**src/rtl/arb_pkg.sv**
```systemverilog
// Shared encodings for the memory-port arbiter: FSM state codes and requester IDs.
package arb_pkg;

    localparam logic [2:0] ARB_IDLE   = 3'd0;
    localparam logic [2:0] ARB_ADDR_I = 3'd1;
    localparam logic [2:0] ARB_ADDR_D = 3'd2;
    localparam logic [2:0] ARB_WAIT_I = 3'd3;
    localparam logic [2:0] ARB_WAIT_D = 3'd4;

    localparam logic REQ_INST = 1'b0;
    localparam logic REQ_DATA = 1'b1;

    typedef enum logic [2:0] {
        ST_IDLE   = ARB_IDLE,
        ST_ADDR_I = ARB_ADDR_I,
        ST_ADDR_D = ARB_ADDR_D,
        ST_WAIT_I = ARB_WAIT_I,
        ST_WAIT_D = ARB_WAIT_D
    } arb_state_e;

endpackage

```
**src/rtl/arb_grant_sel.sv**
```systemverilog
// Grant decision between fetch and load/store: data wins unless, with
// ARB_STARVE_GUARD_EN defined, the starvation count has reached its limit.
module arb_grant_sel
`ifdef ARB_STARVE_GUARD_EN
#(
    parameter  int STARVE_LIMIT = 4,
    localparam int CNT_W        = $clog2(STARVE_LIMIT + 1)
)
`endif
(
    input  logic             inst_req,
    input  logic             data_req,
`ifdef ARB_STARVE_GUARD_EN
    input  logic [CNT_W-1:0] starve_cnt,
`endif
    output logic             grant_inst,
    output logic             grant_data
);

    logic force_inst;

`ifdef ARB_STARVE_GUARD_EN
    assign force_inst = inst_req && (starve_cnt == CNT_W'(STARVE_LIMIT));
`else
    assign force_inst = 1'b0;
`endif

    assign grant_data = data_req && !force_inst;
    assign grant_inst = inst_req && !grant_data;

endmodule

```
**src/rtl/mem_port_arbiter.sv**
```systemverilog
// Shares one SRAM-like port between fetch and load/store, one transaction in flight.
// Optional anti-starvation guard for fetch is enabled by defining ARB_STARVE_GUARD_EN.
module mem_port_arbiter
    import arb_pkg::*;
#(
    parameter int ADDR_W       = 32,
    parameter int DATA_W       = 32,
    parameter int STARVE_LIMIT = 4
) (
    input  logic                  clk,
    input  logic                  resetn,
    input  logic                  excep_flush,
    input  logic                  inst_req,
    input  logic [ADDR_W-1:0]     inst_addr,
    output logic                  inst_addr_ok,
    output logic                  inst_data_ok,
    output logic [DATA_W-1:0]     inst_rdata,
    input  logic                  data_req,
    input  logic                  data_wr,
    input  logic [DATA_W/8-1:0]   data_wen,
    input  logic [ADDR_W-1:0]     data_addr,
    input  logic [DATA_W-1:0]     data_wdata,
    output logic                  data_addr_ok,
    output logic                  data_data_ok,
    output logic [DATA_W-1:0]     data_rdata,
    output logic                  mem_req,
    output logic                  mem_wr,
    output logic [DATA_W/8-1:0]   mem_wen,
    output logic [ADDR_W-1:0]     mem_addr,
    output logic [DATA_W-1:0]     mem_wdata,
    input  logic                  mem_addr_ok,
    input  logic                  mem_data_ok,
    input  logic [DATA_W-1:0]     mem_rdata
);

    if (STARVE_LIMIT < 1) begin : g_limit_check
        $error("STARVE_LIMIT must be at least 1");
    end

    arb_state_e state_q, state_d;
    logic       drop_q, drop_d;
    logic       grant_inst, grant_data;

`ifdef ARB_STARVE_GUARD_EN
    localparam int CNT_W = $clog2(STARVE_LIMIT + 1);
    logic [CNT_W-1:0] starve_cnt_q, starve_cnt_d;

    // Counts data grants that bypassed a waiting fetch.
    always_comb begin
        starve_cnt_d = starve_cnt_q;
        if (state_q == ST_IDLE) begin
            if (grant_inst)
                starve_cnt_d = '0;
            else if (grant_data && inst_req && starve_cnt_q != CNT_W'(STARVE_LIMIT))
                starve_cnt_d = starve_cnt_q + CNT_W'(1);
        end
    end

    always_ff @(posedge clk or negedge resetn) begin
        if (!resetn) starve_cnt_q <= '0;
        else         starve_cnt_q <= starve_cnt_d;
    end

    arb_grant_sel #(.STARVE_LIMIT(STARVE_LIMIT)) u_grant_sel (
        .inst_req   (inst_req),
        .data_req   (data_req),
        .starve_cnt (starve_cnt_q),
        .grant_inst (grant_inst),
        .grant_data (grant_data)
    );
`else
    arb_grant_sel u_grant_sel (
        .inst_req   (inst_req),
        .data_req   (data_req),
        .grant_inst (grant_inst),
        .grant_data (grant_data)
    );
`endif

    always_comb begin
        state_d      = state_q;
        drop_d       = drop_q;
        inst_addr_ok = 1'b0;
        inst_data_ok = 1'b0;
        inst_rdata   = '0;
        data_addr_ok = 1'b0;
        data_data_ok = 1'b0;
        data_rdata   = '0;
        mem_req      = 1'b0;
        mem_wr       = 1'b0;
        mem_wen      = '0;
        mem_addr     = '0;
        mem_wdata    = '0;
        case (state_q)
            ST_IDLE: begin
                drop_d = 1'b0;
                if (grant_data)      state_d = ST_ADDR_D;
                else if (grant_inst) state_d = ST_ADDR_I;
            end
            ST_ADDR_I: begin
                mem_req      = 1'b1;
                mem_addr     = inst_addr;
                inst_addr_ok = mem_addr_ok;
                if (excep_flush) drop_d  = 1'b1;
                if (mem_addr_ok) state_d = ST_WAIT_I;
            end
            ST_ADDR_D: begin
                mem_req      = 1'b1;
                mem_wr       = data_wr;
                mem_wen      = data_wen;
                mem_addr     = data_addr;
                mem_wdata    = data_wdata;
                data_addr_ok = mem_addr_ok;
                if (mem_addr_ok) state_d = ST_WAIT_D;
            end
            ST_WAIT_I: begin
                if (excep_flush) drop_d = 1'b1;
                // A flushed fetch still consumes the memory response, just silently.
                if (mem_data_ok) begin
                    inst_data_ok = !drop_q && !excep_flush;
                    inst_rdata   = inst_data_ok ? mem_rdata : '0;
                    drop_d       = 1'b0;
                    state_d      = ST_IDLE;
                end
            end
            ST_WAIT_D: begin
                if (mem_data_ok) begin
                    data_data_ok = 1'b1;
                    data_rdata   = mem_rdata;
                    state_d      = ST_IDLE;
                end
            end
            default: state_d = ST_IDLE;
        endcase
    end

    always_ff @(posedge clk or negedge resetn) begin
        if (!resetn) begin
            state_q <= ST_IDLE;
            drop_q  <= 1'b0;
        end else begin
            state_q <= state_d;
            drop_q  <= drop_d;
        end
    end

    // A response with nothing accepted is a memory-side protocol violation.
    a_no_stray_data_ok : assert property (@(posedge clk) disable iff (!resetn)
        mem_data_ok |-> (state_q == ST_WAIT_I || state_q == ST_WAIT_D));

endmodule

```
**config.mk**
```make
export PLATFORM = sky130hd
export DESIGN_NAME = mem_port_arbiter
export DESIGN_NICKNAME = d
export VERILOG_FILES = /design/src/rtl/arb_pkg.sv /design/src/rtl/arb_grant_sel.sv /design/src/rtl/mem_port_arbiter.sv
export SDC_FILE = /design/constraint.sdc
export NUM_CORES = 1
export LEC_CHECK = 0
export ABC_AREA = 0
export CORE_AREA = 2 2 107 109
export CTS_CLUSTER_DIAMETER = 80
export DETAILED_ROUTE_END_ITERATION = 16
export DIE_AREA = 0 0 109 111
export HOLD_SLACK_MARGIN = 0.12
export PLACE_DENSITY = 0.58
export SETUP_SLACK_MARGIN = 0.15
export SLEW_MARGIN = 0
export SYNTH_ARGS = -nofsm -noshare
export SYNTH_HDL_FRONTEND = slang
export SYNTH_SLANG_ARGS = --single-unit
```
**constraint.sdc**
```tcl
create_clock -name clk -period 2.73 [get_ports clk]
set_input_delay 0.546 -clock clk [delete_from_list [all_inputs] [get_ports clk]]
set_output_delay 0.546 -clock clk [all_outputs]
set_load 0.005 [all_outputs]
```
==> metrics <==
antenna diode count=0; residual antenna-violating net count after detailed routing=0; routed len/inst=17.56 um; global-route wire length before repair=~14,000 um; data arrival time of the worst path=just over 2000 ps; cell count after synthesis=186; minimum setup slack among reg-to-reg paths=between 1000 and 1500 ps; maximum number of pins on one net before global-route repair=72; most frequent standard cell in the layout excluding fill and tap cells=clkdlybuf4s50_1; global route total overflow=0; Slew Limit Headroom=0.7174; count of synthesis-stage warnings from yosys=0; setup repair after global routing missed its margin=yes; fraction of the core area covered by cells at the end of the flow=0.4192; worst slack on hold paths=between 500 and 600 ps; number of vias per cell=between 4 and 5; Max Freq=roughly 0.39 GHz; layout cells sized above 1=0.08352; setup TNS=0 ps; first-pass iteration count of the detailed router=4; slew at the pin closest to its max-slew limit=between 400 and 500 ps; fraction of the yosys area taken by sequential cells=0.06785; port buffer count=around 280; overall track demand over capacity in global routing=0.1478; number of antenna violations at the first check in global routing=1; iteration-0 DRC count of the detailed router=approximately 120; layout net count=597; final setup violation count=0; Num Clock Sinks=4; static leakage=approximately 2.1 nW; number of top-level pins=between 200 and 300; floorplan die width=roughly 110 um; total die area=12,100 um2; min-delay worst type=in -> async; final period utilization=0.9444; net count after synthesis=between 300 and 400; detailed-placement wirelength estimate=between 7000 and 8000 um; result of the run=completed; post-synth design cell area=1475 um2; number of hold violations in the final report=0; count of final max-slew check failures=0; mean instance size in the synthesized netlist=7.931 um2; number of buffers inserted during clock tree synthesis=3; cell area power density=between 500 and 600 nW/um2; Clock Root Buffer=clkbuf_16; buffer levels on the longest clock path=2; commonest cells after routing, fill and taps aside=clkdlybuf4s50_1, and2_1, a22o_1, dlygate4sd2_1, nor4b_1; Critical Path RT=between 2000 and 2500 ps; total via count in the routed design=2,547; initial standard-cell utilization of the core=0.1332; die boundary height=approximately 110 um; Worst Skew=around 0.77 ps; clk_lat worst skew=around 220 ps; Row Count=39; Seq cells post-synth=4; start-to-end type of the worst setup path=reg -> out; gp weighted congestion=~0.77; cts hold-fix bufs=0; clock tree from TritonCTS=built; fin crit period=approximately 2600 ps; layout-stage area growth over the synthesis result=214.8%; number of levels the H-tree was split into=1; kind of end point of the critical path=output port; Worst IR Drop VDD=approximately 0.28 mV; Routed WL=around 11,000 um; post-synthesis cell type count=27; area of the core=roughly 11,000 um2; number of global-route vias before repair=2,560; Critical Path Source Type=flip-flop; number of remaining DRC errors=0; count of maximum capacitance violations=0; Worst-path clk slew=30 ps; Crit Path Max Fanout=9
==> final cells by class <==
type | instances | area (um2)
clock buffers | 3 | 75.07
well taps | 143 | 178.9
repair buffers | 293 | 3048
fillers | 1076 | 6434
multi-input cells | 155 | 1237
flip-flops and latches | 4 | 103.9
==> layer usage <==
layer / GRT usage / vias up / share of wire
li1: - / 1225 / -
met5: 0 / - / 0
met3: 0.06232 / 10 / 0.13
met2: 0.2654 / 164 / 0.48
met1: 0.1635 / 1148 / 0.38
met4: 0.01966 / 0 / 0.012
==> worst paths after layout <==
path                                         from                      to  depth (start not counted)
max                        state_q[1]$_DFFE_PN0P_            mem_addr[26]                          6
min                                        resetn  state_q[0]$_DFFE_PN0P_                          1
max reg2reg                state_q[1]$_DFFE_PN0P_  state_q[0]$_DFFE_PN0P_                          3
min reg2reg                state_q[0]$_DFFE_PN0P_  state_q[2]$_DFFE_PN0P_                          1
max in group asynchronous                  resetn  state_q[1]$_DFFE_PN0P_                          1
min in group clk           state_q[0]$_DFFE_PN0P_  state_q[2]$_DFFE_PN0P_                          1
==> worst max-delay path: stages (launching register included) <==
cell	delay [ps]
dfrtp_2	450
buf_12	150
nor3b_4	220
buf_12	150
buf_12	120
a22o_1	160
clkdlybuf4s50_1	560
==> cell usage after synthesis <==
cell | instances | area [um2]
nor4b_2 | 2 | 30.03
nand4b_4 | 1 | 23.77
buf_2 | 4 | 20.02
and4bb_2 | 1 | 12.51
nor3b_4 | 2 | 37.54
a21bo_2 | 1 | 10.01
nor3_1 | 1 | 5.000
clkbuf_1 | 8 | 30.03
or2_2 | 1 | 6.260
nand3b_1 | 1 | 7.510
or3b_2 | 2 | 17.52
a21oi_1 | 2 | 10.01
buf_6 | 3 | 33.78
and2_1 | 71 | 444.2
a22o_1 | 33 | 289.0
nor4b_1 | 30 | 262.8
clkbuf_2 | 4 | 20.02
mux2i_1 | 1 | 10.01
o21a_1 | 1 | 7.510
buf_4 | 5 | 37.54
dfrtp_1 | 4 | 100.1
mux2_2 | 1 | 11.26
nor2_1 | 1 | 3.750
buf_1 | 2 | 7.510
nor2b_1 | 2 | 12.51
o221a_2 | 1 | 11.26
clkbuf_8 | 1 | 13.76
==> through the flow <==
stage	instances	setup WS (ps)	power (W)	instance area (um2)
floorplan	186	919.2	0.001034	1475
global placement	587	-91.94	0.002309	4387
detailed placement	587	-149.1	0.002309	4387
CTS	590	111.3	0.002563	4454
global route	598	77.04	0.002922	4643
finish	598	151.9	0.002757	4643
==> report_power, final <==
part	leakage (nW)	total (W)	internal (W)	switching (W)
Sequential	0.0474	0.000143	0.0000885	0.0000541
Combinational	2.02	0.00239	0.00148	0.000906
Clock	0.0370	0.000227	0.000187	0.0000401
Total	2.11	0.00276	0.00176	0.00100
==> flip-flops by register name, summed over array words and instances, names as in the netlist <==
signal	flops
drop_q	1
state_q	3
==> cell families (layout without fill, tap and decap cells) <==
group / after synthesis / after routing / share of synthesized area
simple gates: 115 / 115 / 0.5852
compound gates: 38 / 38 / 0.2222
buf+inv: 27 / 296 / 0.1103
flops: 4 / 4 / 0.06786
mux: 2 / 2 / 0.01442
==> timing repair <==
action,in CTS,in global routing
endpoints found under the setup margin,137,74
cloned,0,4
gates resized for setup,36,22
pin swaps,0,1
buffers inserted,0,4
Power figures use the tool's default switching activity.
